### src/rtl/pic_pkg.sv
// Shared encodings for the PIC bus initiator: address line meaning, control-word
// bit positions and the state encodings of the bus cycle and init sequencer.
package pic_pkg;

    localparam logic A0_CMD  = 1'b0;
    localparam logic A0_DATA = 1'b1;

    localparam logic [2:0] ICW1_IC4  = 3'd0;
    localparam logic [2:0] ICW1_SNGL = 3'd1;
    localparam logic [2:0] ICW1_TAG  = 3'd4;
    localparam logic [2:0] OCW_TAG3  = 3'd3;
    localparam logic [2:0] OCW_TAG4  = 3'd4;

    localparam int CNT_W = 8;

    typedef enum logic [2:0] {
        BUS_IDLE   = 3'd0,
        BUS_SETUP  = 3'd1,
        BUS_STROBE = 3'd2,
        BUS_HOLD   = 3'd3,
        BUS_RECOV  = 3'd4
    } bus_state_t;

    typedef enum logic [2:0] {
        S_IDLE = 3'd0,
        S_ICW1 = 3'd1,
        S_ICW2 = 3'd2,
        S_ICW3 = 3'd3,
        S_ICW4 = 3'd4,
        S_OCW1 = 3'd5,
        S_DONE = 3'd6
    } seq_state_t;

    function automatic logic [7:0] force_bit(input logic [7:0] d, input logic [2:0] pos,
                                             input logic val);
        logic [7:0] r;
        r      = d;
        r[pos] = val;
        return r;
    endfunction

endpackage

### src/rtl/pic_bus_cycle.sv
// One timed PIC bus cycle: SETUP, STROBE, HOLD, RECOV. Pin outputs are registered
// from the next state so they change together with the state register.
module pic_bus_cycle
    import pic_pkg::*;
#(
    parameter int SETUP_CYC = 1,
    parameter int PULSE_CYC = 2,
    parameter int RECOV_CYC = 2
) (
    input  logic       clk,
    input  logic       rst,
    input  logic       go,
    input  logic       rd,
    input  logic       a0,
    input  logic [7:0] data,
    input  logic [7:0] d_in,
    output logic       done,
    output logic       idle,
    output logic       cs_n,
    output logic       wr_n,
    output logic       rd_n,
    output logic       addr,
    output logic [7:0] d_out,
    output logic       d_oe,
    output logic [7:0] cap_data,
    output logic       cap_valid
);

    localparam logic [CNT_W-1:0] SETUP_LAST = CNT_W'(SETUP_CYC - 1);
    localparam logic [CNT_W-1:0] PULSE_LAST = CNT_W'(PULSE_CYC - 1);
    localparam logic [CNT_W-1:0] RECOV_LAST = CNT_W'(RECOV_CYC - 1);

    bus_state_t       state_r, state_s;
    logic [CNT_W-1:0] cnt_r, cnt_s;
    logic             load_s, done_s, rd_sel_s, drive_s, capture_s;
    logic             cyc_rd_r, cs_n_r, wr_n_r, rd_n_r, addr_r, d_oe_r, cap_valid_r;
    logic [7:0]       d_out_r, cap_data_r;

    // Next-state sequencing; a go on the last RECOV cycle chains straight into SETUP
    always_comb begin
        state_s = state_r;
        cnt_s   = cnt_r + {{(CNT_W-1){1'b0}}, 1'b1};
        load_s  = 1'b0;
        done_s  = 1'b0;
        case (state_r)
            BUS_IDLE: begin
                cnt_s = {CNT_W{1'b0}};
                if (go) begin
                    state_s = BUS_SETUP;
                    load_s  = 1'b1;
                end else begin
                    state_s = BUS_IDLE;
                end
            end
            BUS_SETUP: begin
                if (cnt_r == SETUP_LAST) begin
                    state_s = BUS_STROBE;
                    cnt_s   = {CNT_W{1'b0}};
                end else begin
                    state_s = BUS_SETUP;
                end
            end
            BUS_STROBE: begin
                if (cnt_r == PULSE_LAST) begin
                    state_s = BUS_HOLD;
                    cnt_s   = {CNT_W{1'b0}};
                end else begin
                    state_s = BUS_STROBE;
                end
            end
            BUS_HOLD: begin
                state_s = BUS_RECOV;
                cnt_s   = {CNT_W{1'b0}};
            end
            BUS_RECOV: begin
                if (cnt_r == RECOV_LAST) begin
                    done_s = 1'b1;
                    cnt_s  = {CNT_W{1'b0}};
                    if (go) begin
                        state_s = BUS_SETUP;
                        load_s  = 1'b1;
                    end else begin
                        state_s = BUS_IDLE;
                    end
                end else begin
                    state_s = BUS_RECOV;
                end
            end
            default: begin
                state_s = BUS_IDLE;
                cnt_s   = {CNT_W{1'b0}};
            end
        endcase
        rd_sel_s  = load_s ? rd : cyc_rd_r;
        drive_s   = (state_s == BUS_SETUP) || (state_s == BUS_STROBE) || (state_s == BUS_HOLD);
        capture_s = (state_r == BUS_STROBE) && (state_s == BUS_HOLD) && cyc_rd_r;
    end

    // State, latched cycle attributes and registered pin drivers
    always_ff @(posedge clk or posedge rst) begin
        if (rst) begin
            state_r     <= BUS_IDLE;
            cnt_r       <= {CNT_W{1'b0}};
            cyc_rd_r    <= 1'b0;
            cs_n_r      <= 1'b1;
            wr_n_r      <= 1'b1;
            rd_n_r      <= 1'b1;
            addr_r      <= 1'b0;
            d_out_r     <= 8'h00;
            d_oe_r      <= 1'b0;
            cap_data_r  <= 8'h00;
            cap_valid_r <= 1'b0;
        end else begin
            state_r <= state_s;
            cnt_r   <= cnt_s;
            if (load_s) begin
                cyc_rd_r <= rd;
                addr_r   <= a0;
                d_out_r  <= data;
            end
            cs_n_r      <= ~drive_s;
            wr_n_r      <= ~((state_s == BUS_STROBE) && !rd_sel_s);
            rd_n_r      <= ~((state_s == BUS_STROBE) && rd_sel_s);
            d_oe_r      <= drive_s && !rd_sel_s;
            cap_valid_r <= capture_s;
            if (capture_s) begin
                cap_data_r <= d_in;
            end
        end
    end

    assign done      = done_s;
    assign idle      = (state_r == BUS_IDLE);
    assign cs_n      = cs_n_r;
    assign wr_n      = wr_n_r;
    assign rd_n      = rd_n_r;
    assign addr      = addr_r;
    assign d_out     = d_out_r;
    assign d_oe      = d_oe_r;
    assign cap_data  = cap_data_r;
    assign cap_valid = cap_valid_r;

endmodule

### src/rtl/pic_bus_initiator.sv
// PIC bus master: runs the ICW1..ICW4 + OCW1 init sequence on start, then serves
// single OCW writes and register reads from the local controller.
module pic_bus_initiator
    import pic_pkg::*;
#(
    parameter int SETUP_CYC = 1,
    parameter int PULSE_CYC = 2,
    parameter int RECOV_CYC = 2
) (
    input  logic       clk,
    input  logic       rst,
    input  logic       start,
    input  logic [7:0] icw1,
    input  logic [7:0] icw2,
    input  logic [7:0] icw3,
    input  logic [7:0] icw4,
    input  logic [7:0] ocw1_mask,
    input  logic       req_valid,
    input  logic       req_rd,
    input  logic       req_a0,
    input  logic [7:0] req_data,
    output logic       req_ready,
    output logic       CS_n,
    output logic       WR_n,
    output logic       RD_n,
    output logic       A0,
    output logic [7:0] D_out,
    output logic       D_oe,
    input  logic [7:0] D_in,
    output logic [7:0] rd_data,
    output logic       rd_valid,
    output logic       busy,
    output logic       init_done
);

    seq_state_t seq_r, seq_s;
    logic [7:0] icw1_r, icw2_r, icw3_r, icw4_r, mask_r;
    logic       init_done_r, init_done_s, busy_r, busy_s;
    logic       bus_idle_s, bus_done_s, seq_active_s;
    logic       start_acc_s, req_acc_s, latch_s;
    logic       go_s, go_rd_s, go_a0_s;
    logic [7:0] go_data_s;

    // ICW3 only for cascade mode, ICW4 only when ICW1 asks for it
    function automatic seq_state_t next_step(input seq_state_t cur, input logic [7:0] w1);
        case (cur)
            S_ICW1:  return S_ICW2;
            S_ICW2:  return !w1[ICW1_SNGL] ? S_ICW3 : (w1[ICW1_IC4] ? S_ICW4 : S_OCW1);
            S_ICW3:  return w1[ICW1_IC4] ? S_ICW4 : S_OCW1;
            S_ICW4:  return S_OCW1;
            default: return S_OCW1;
        endcase
    endfunction

    assign seq_active_s = (seq_r == S_ICW1) || (seq_r == S_ICW2) || (seq_r == S_ICW3) ||
                          (seq_r == S_ICW4) || (seq_r == S_OCW1);
    assign req_ready    = bus_idle_s && init_done_r && !start;

    // Arbitration between init start, next init step and controller requests
    always_comb begin
        seq_s       = seq_r;
        init_done_s = init_done_r;
        latch_s     = 1'b0;
        go_s        = 1'b0;
        go_rd_s     = 1'b0;
        go_a0_s     = A0_CMD;
        go_data_s   = 8'h00;
        start_acc_s = start && bus_idle_s && !seq_active_s;
        req_acc_s   = req_valid && req_ready;
        if (start_acc_s) begin
            latch_s     = 1'b1;
            init_done_s = 1'b0;
            seq_s       = S_ICW1;
            go_s        = 1'b1;
            go_data_s   = force_bit(icw1, ICW1_TAG, 1'b1);
        end else if (bus_done_s && seq_active_s) begin
            if (seq_r == S_OCW1) begin
                seq_s       = S_DONE;
                init_done_s = 1'b1;
            end else begin
                seq_s   = next_step(seq_r, icw1_r);
                go_s    = 1'b1;
                go_a0_s = A0_DATA;
                case (seq_s)
                    S_ICW2:  go_data_s = icw2_r;
                    S_ICW3:  go_data_s = icw3_r;
                    S_ICW4:  go_data_s = icw4_r;
                    S_OCW1:  go_data_s = mask_r;
                    default: go_data_s = 8'h00;
                endcase
            end
        end else if (req_acc_s) begin
            go_s      = 1'b1;
            go_rd_s   = req_rd;
            go_a0_s   = req_a0;
            // Command-port writes keep bit4 clear so the PIC never sees a stray ICW1
            go_data_s = (req_a0 == A0_CMD) ? force_bit(req_data, OCW_TAG4, 1'b0) : req_data;
        end else begin
            go_s = 1'b0;
        end
        busy_s = (seq_s != S_IDLE && seq_s != S_DONE) || go_s || (!bus_idle_s && !bus_done_s);
    end

    // Sequencer state, latched init bytes and registered status
    always_ff @(posedge clk or posedge rst) begin
        if (rst) begin
            seq_r       <= S_IDLE;
            icw1_r      <= 8'h00;
            icw2_r      <= 8'h00;
            icw3_r      <= 8'h00;
            icw4_r      <= 8'h00;
            mask_r      <= 8'h00;
            init_done_r <= 1'b0;
            busy_r      <= 1'b0;
        end else begin
            seq_r       <= seq_s;
            init_done_r <= init_done_s;
            busy_r      <= busy_s;
            if (latch_s) begin
                icw1_r <= icw1;
                icw2_r <= icw2;
                icw3_r <= icw3;
                icw4_r <= icw4;
                mask_r <= ocw1_mask;
            end
        end
    end

    pic_bus_cycle #(
        .SETUP_CYC(SETUP_CYC),
        .PULSE_CYC(PULSE_CYC),
        .RECOV_CYC(RECOV_CYC)
    ) u_cycle (
        .clk      (clk),
        .rst      (rst),
        .go       (go_s),
        .rd       (go_rd_s),
        .a0       (go_a0_s),
        .data     (go_data_s),
        .d_in     (D_in),
        .done     (bus_done_s),
        .idle     (bus_idle_s),
        .cs_n     (CS_n),
        .wr_n     (WR_n),
        .rd_n     (RD_n),
        .addr     (A0),
        .d_out    (D_out),
        .d_oe     (D_oe),
        .cap_data (rd_data),
        .cap_valid(rd_valid)
    );

    assign busy      = busy_r;
    assign init_done = init_done_r;

endmodule

### config.mk
export PLATFORM = sky130hd
export DESIGN_NAME = pic_bus_initiator
export DESIGN_NICKNAME = d
export VERILOG_FILES = /design/src/rtl/pic_pkg.sv /design/src/rtl/pic_bus_cycle.sv /design/src/rtl/pic_bus_initiator.sv
export SDC_FILE = /design/constraint.sdc
export NUM_CORES = 1
export LEC_CHECK = 0
export CORE_ASPECT_RATIO = 2
export CORE_MARGIN = 3
export CORE_UTILIZATION = 55
export CTS_BUF_LIST = sky130_fd_sc_hd__clkbuf_4
export DETAILED_ROUTE_END_ITERATION = 10
export GPL_ROUTABILITY_DRIVEN = 1
export MAX_ROUTING_LAYER = met4
export PLACE_DENSITY = 0.87
export SYNTH_ARGS = -nofsm -noshare
export SYNTH_HDL_FRONTEND = slang
export SYNTH_HIERARCHICAL = 1
export SYNTH_SLANG_ARGS = --single-unit
### constraint.sdc
create_clock -name clk -period 7 [get_ports clk]
set_input_delay 0.7 -clock clk [delete_from_list [all_inputs] [get_ports clk]]
set_output_delay 0.7 -clock clk [all_outputs]
set_load 0.01 [all_outputs]
## Yosys cells after proc, flatten, opt, wreduce, memory -nomap -nowiden

Cells that the tools add are included.

| cells by class | value |
|---|---|
| equal/unequal tests | 18 |
| muxes and demuxes | 43 |
| reductions and logical operators | 33 |
| bitwise gates (word level) | 3 |
| add/sub/neg operators | 1 |

Operators by type and width:

| cell | count |
|---|---|
| $mux 8 | 6 |
| $pmux 8 s4 | 1 |
| $eq 3x2->1 const B | 8 |
| $mux 3 | 8 |
| $mux 1 | 22 |
| $pmux 8 s2 | 1 |
| $eq 3x3->1 const B | 5 |
| $pmux 3 s5 | 1 |
| $logic_and 1x1->1 | 13 |
| $eq 3x1->1 const B | 3 |
| $pmux 3 s3 | 1 |
| $add 8x1->8 const B | 1 |
| $eq 8x1->1 const B | 1 |
| $logic_not 8->1 | 1 |
| $logic_or 1x1->1 | 8 |
| $logic_not 1->1 | 5 |
| $mux 5 | 1 |
| $reduce_bool 2->1 | 2 |
| $logic_not 3->1 | 1 |
| $ne 3x3->1 const B | 1 |
| $not 1->1 | 3 |
| $reduce_bool 3->1 | 1 |
| $mux 2 | 1 |
| $pmux 1 s2 | 1 |
| other kinds (2) | 2 |

| storage, ports and cells | value |
|---|---|
| word-level logic and storage cells | 117 |
| bits of input ports | 62 |
| output and inout port bits | 25 |
| flip-flop bits (word level) | 73 |

## Longest topological paths before layout

| depth | value |
|---|---|
| depth after elaboration | 15 |
| gate-level depth with buffers | 13 |
| mapped depth without buffers | 10 |

## Cells and area by module

The synthesis kept the hierarchy.

Modules (own cells, without submodules):

| module | seq. area each (um2) | cells each | area each (um2) | times used |
|---|---|---|---|---|
| pic_bus_initiator | 975.9 | 159 | 1931.9 | 1 |
| pic_bus_cycle | 854.6 | 119 | 1510.2 | 1 |

## Worst setup path after synthesis

Ideal clock, no wire load.

| timing | value |
|---|---|
| path type | register -> register |
| start point | register u_cycle.state_r[2] |
| end point | register u_cycle.addr_r (netlist: u_cycle/addr) |
| stages on the path, launching flop included | 13 |
| data required time | 6.875 ns |
| period minus slack after synthesis | 2.683 ns |
| arrival time | 2.558 ns |
| setup time | 0.125 ns |
| buffers on the path | 3 |
| path slack | 4.317 ns |
| cells stage by stage | dfrtp_1 > clkbuf_1 > nor3_1 > and3b_1 > nand2_1 > a31oi_1 > clkbuf_1 > nor2_1 > nand2_1 > nand2_1 > a21oi_1 > buf_4 > mux2_2 |

| between the ends | value |
|---|---|
| word-level cells in the longest chain between the ends | 10 |
| elaborated cells between the ends (all ways) | 18 |
| classes of those cells | eq/ne: 1; mux: 10; reduce/logical: 7 |

Ends and longest elaborated chain:

| item | RTL line | RTL |
|---|---|---|
| from (decl) | pic_bus_cycle.sv:33 | `bus_state_t state_r, state_s;` |
| from (signal assigned) | pic_bus_cycle.sv:114 | `state_r <= state_s;` |
| $logic_not 3->1 * | pic_bus_cycle.sv:133 | `assign idle = (state_r == BUS_IDLE);` |
| net bus_idle_s | pic_bus_initiator.sv:39 | `logic bus_idle_s, bus_done_s, seq_active_s;` |
| $logic_and 1x1->1 * (2 in series) | pic_bus_initiator.sv:57 | `assign req_ready = bus_idle_s && init_done_r && !start;` |
| net req_ready | pic_bus_initiator.sv:22 | `output logic req_ready,` |
| $logic_and 1x1->1 * | pic_bus_initiator.sv:69 | `req_acc_s = req_valid && req_ready;` |
| $mux 1 * | pic_bus_initiator.sv:92 | `end else if (req_acc_s) begin` |
| $mux 1 * | pic_bus_initiator.sv:76 | `end else if (bus_done_s && seq_active_s) begin` |
| $mux 1 * | pic_bus_initiator.sv:70 | `if (start_acc_s) begin` |
| net go_s | pic_bus_initiator.sv:41 | `logic go_s, go_rd_s, go_a0_s;` |
| $mux 1 * | pic_bus_cycle.sv:48, pic_bus_cycle.sv:79 |  |
| $mux 1 | pic_bus_cycle.sv:76 | `if (cnt_r == RECOV_LAST) begin` |
| $pmux 1 s2 * | pic_bus_cycle.sv:45 | `case (state_r)` |
| to (signal assigned) | pic_bus_cycle.sv:108 | `addr_r <= 1'b0;` |
| to (signal assigned) | pic_bus_cycle.sv:118 | `addr_r <= a0;` |
| to (decl) | pic_bus_cycle.sv:36 | `logic cyc_rd_r, cs_n_r, wr_n_r, rd_n_r, addr_r, d_oe_r, cap_valid_r;` |

Mark *: on every way through the listed nets, which the timed path passes. The rest lies on a longest branch.
A chain may end at the register's enable or synchronous reset.

## Worst setup path in the final report

| timing | value |
|---|---|
| start point | register u_cycle.state_r[2] |
| end point | register u_cycle.d_out_r[4] (netlist: u_cycle/d_out[4]) |

| between the ends | value |
|---|---|
| word-level cells in the longest chain between the ends | 10 |
| elaborated cells between the ends (all ways) | 18 |
| classes of those cells | eq/ne: 1; mux: 10; reduce/logical: 7 |

Ends and longest elaborated chain:

| item | RTL line | RTL |
|---|---|---|
| $logic_not 3->1 * | pic_bus_cycle.sv:133 |  |
| net bus_idle_s | pic_bus_initiator.sv:39 |  |
| $logic_and 1x1->1 (2 in series) | pic_bus_initiator.sv:57 |  |
| $logic_and 1x1->1 | pic_bus_initiator.sv:69 |  |
| $mux 1 | pic_bus_initiator.sv:92 |  |
| $mux 1 | pic_bus_initiator.sv:76 |  |
| $mux 1 * | pic_bus_initiator.sv:70 |  |
| net go_s | pic_bus_initiator.sv:41 |  |
| $mux 1 * | pic_bus_cycle.sv:48, pic_bus_cycle.sv:79 |  |
| $mux 1 | pic_bus_cycle.sv:76 |  |
| $pmux 1 s2 * | pic_bus_cycle.sv:45 |  |
| to (signal assigned) | pic_bus_cycle.sv:119 | `d_out_r <= data;` |
| to (decl) | pic_bus_cycle.sv:37 | `logic [7:0] d_out_r, cap_data_r;` |

Marked as above.

==> flow_summary.json <==
{
  "dieArea_um2": 7300,
  "cts-buffers-inserted": 9,
  "drive_gt1_frac": 0.167,
  "crit_top_cell": "nand2_1",
  "post-place-ws_ps": 3130,
  "vias_per_cell": 5.70,
  "dr.pass1.iters": 5,
  "slew_violations": 0,
  "synth_nets": 343,
  "path_class": "reg -> reg",
  "rows": 40,
  "fin_util": 0.733,
  "yosys_warnings": 6,
  "hold_viol": 0,
  "critPathRequiredTime_ps": 7310,
  "grt_pass1_vias": 2720,
  "ys.flop_type": "dfrtp_1",
  "avgSynthCellArea_um2": 12.4,
  "hold_buffers": 0,
  "synthesis.area_um2": 3440,
  "grt_max_degree": 48,
  "synthArstFlopShare": 1.00,
  "clkLatencyLatePin_ps": 420,
  "arrival_ps": 4050,
  "worstMarginPinSlew_ps": 1110,
  "die_x_um": 61.9,
  "syn_to_final_growth_pct": 29.0,
  "core_um2": 6060,
  "path_cells": "nor3_1 > and3b_1 > nand2_1 > a31oi_1 > nor2_1 > nand2_1 > nand2_1 > a21oi_1 > mux2_2",
  "diodes": 0,
  "routedWlPerCell_um": 17.0,
  "synth_seq_area_share": 0.532,
  "ir_drop_uv": 299,
  "antenna_found_initial": 0,
  "final_nets": 426,
  "io_pins": 87,
  "setup_ws_ps": 3260,
  "fmax_mhz": 267,
  "cts-root-buf": "clkbuf_4",
  "cts_tree": "done",
  "grt_pass1_wl_um": 12400,
  "whs_ps": 502,
  "mostFrequentLayoutCells": "clkdlybuf4s50_1 (85), dfrtp_1 (70), mux2_2 (26)",
  "crit_path_max_incr_delay_ps": 850,
  "min_period_over_period": 0.535,
  "rsz0062_at_grt": "no",
  "p_leak_nw": 1.92,
  "status": "completed",
  "post-route-min-period_ps": 3740,
  "synth_edf_count": 0,
  "routed_wl_um": 7640,
  "final_common_cell": "clkdlybuf4s50_1",
  "gp_congestion": 0.838,
  "path_clk_slew_ps": 110,
  "p_per_area_nw_per_um2": 352,
  "path_buf_inv": 0,
  "skew_ps": 11.3,
  "h-tree-depth": 3,
  "cts_resized": 0,
  "cts_setup_buffers": 0,
  "ant_nets": 0,
  "syn_inst": 278,
  "die_h_um": 118,
  "dp.final_hpwl_um": 5820,
  "place_area_um2": 4340,
  "cp_slowest_cell": "a21oi_1",
  "hp-class": "reg -> reg",
  "synth_seq_cells": 73,
  "setup_viol": 0,
  "grt-ovfl-total": 0,
  "stdcell_area_um2": 4440,
  "maxCapViolations": 0,
  "initial_core_util": 0.568,
  "slew-limit-headroom": 0.258,
  "clock_sinks": 73,
  "setup-tns-final_ps": 0,
  "clockBufferDepth": 2,
  "grt_use_total": 0.232,
  "dr.first_iter.drc_count": 136,
  "synthDistinctLibCells": 50,
  "critPathCaptureType": "flip-flop",
  "crit_family": "compound AO/OA/AOI/OAI gates",
  "path_max_fanout": 13,
  "io_buffers": 85,
  "route.detailed.drc": 0,
  "startpoint_type": "flip-flop",
  "routed-via-count": 2567
}
-- per-stage QoR --
step	power (mW)	instances
after floorplan	1.11	278
after global placement	1.33	434
after detailed placement	1.37	434
after CTS	1.58	450
after global routing	1.67	450
final	1.56	450
-- layout make-up --
| class | count | area (um^2) |
|---|---|---|
| clock inverters | 6 | 25.0 |
| well taps | 84 | 105 |
| multi-input cells | 182 | 1500 |
| fillers | 419 | 1620 |
| clock buffers | 10 | 75.1 |
| inverters | 7 | 26.3 |
| repair buffers | 88 | 873 |
| flip-flops and latches | 73 | 1830 |
-- synthesized netlist by cell type, drive strengths merged (6+ instances only) --
library cell,number,area (um^2)
dfrtp,70,1750
nor2,24,90.1
o21ai,6,30.0
buf,12,77.6
a21oi,9,45.0
inv,7,26.3
nand3,7,47.6
nand2,15,56.3
mux2,52,616
-- final timing paths --
kind | startpoint | end | slack (ps) | cells after the start
max | u_cycle/state_r[2] | u_cycle/d_out[4] | 3260 | 9
min | icw4_r[7] | icw4_r[7] | 500 | 1
max reg2reg | u_cycle/state_r[2] | u_cycle/d_out[4] | 3260 | 9
min reg2reg | icw4_r[7] | icw4_r[7] | 500 | 1
max in group asynchronous | rst | mask_r[6] | 5910 | 3
min in group asynchronous | rst | u_cycle/cnt_r[2] | 700 | 3
-- logic make-up (layout without fill, tap and decap cells) --
family                     Yosys count  count (layout)  synth area share
DFF                                 73              73             0.532
and+or+nand+nor                     69              69             0.111
muxes                               52              52             0.179
AOI/OAI and AO/OA                   51              51             0.115
buffers and inverters               23             111            0.0345
xor gates and xnor gates             7               7            0.0178
adders and majority gates            3               3            0.0109
-- registers in the layout, indices dropped and copies added (netlist names) --
signal             cells
busy                   1
icw1_r                 2
icw2_r                 8
icw3_r                 8
icw4_r                 8
init_done              1
mask_r                 8
seq_r                  3
u_cycle/addr           1
u_cycle/cap_data       8
u_cycle/cap_valid      1
u_cycle/cnt_r          8
u_cycle/cs_n           1
u_cycle/cyc_rd_r       1
u_cycle/d_oe           1
u_cycle/d_out          8
u_cycle/rd_n           1
u_cycle/state_r        3
u_cycle/wr_n           1
-- report_power, final --
group          switching [mW]  total [mW]  internal [mW]  leakage, nW
logic                   0.278       0.639          0.361        0.951
registers               0.124       0.719          0.595        0.913
clock network           0.135       0.206         0.0712       0.0601
-- metal layers --
metal | global-route usage | part of all wire
met5 | - | 0
met4 | 0.0890 | 0.026
met3 | 0.0681 | 0.052
met2 | 0.386 | 0.56
met1 | 0.248 | 0.36
No activity file was read; power rests on OpenSTA's default activity.
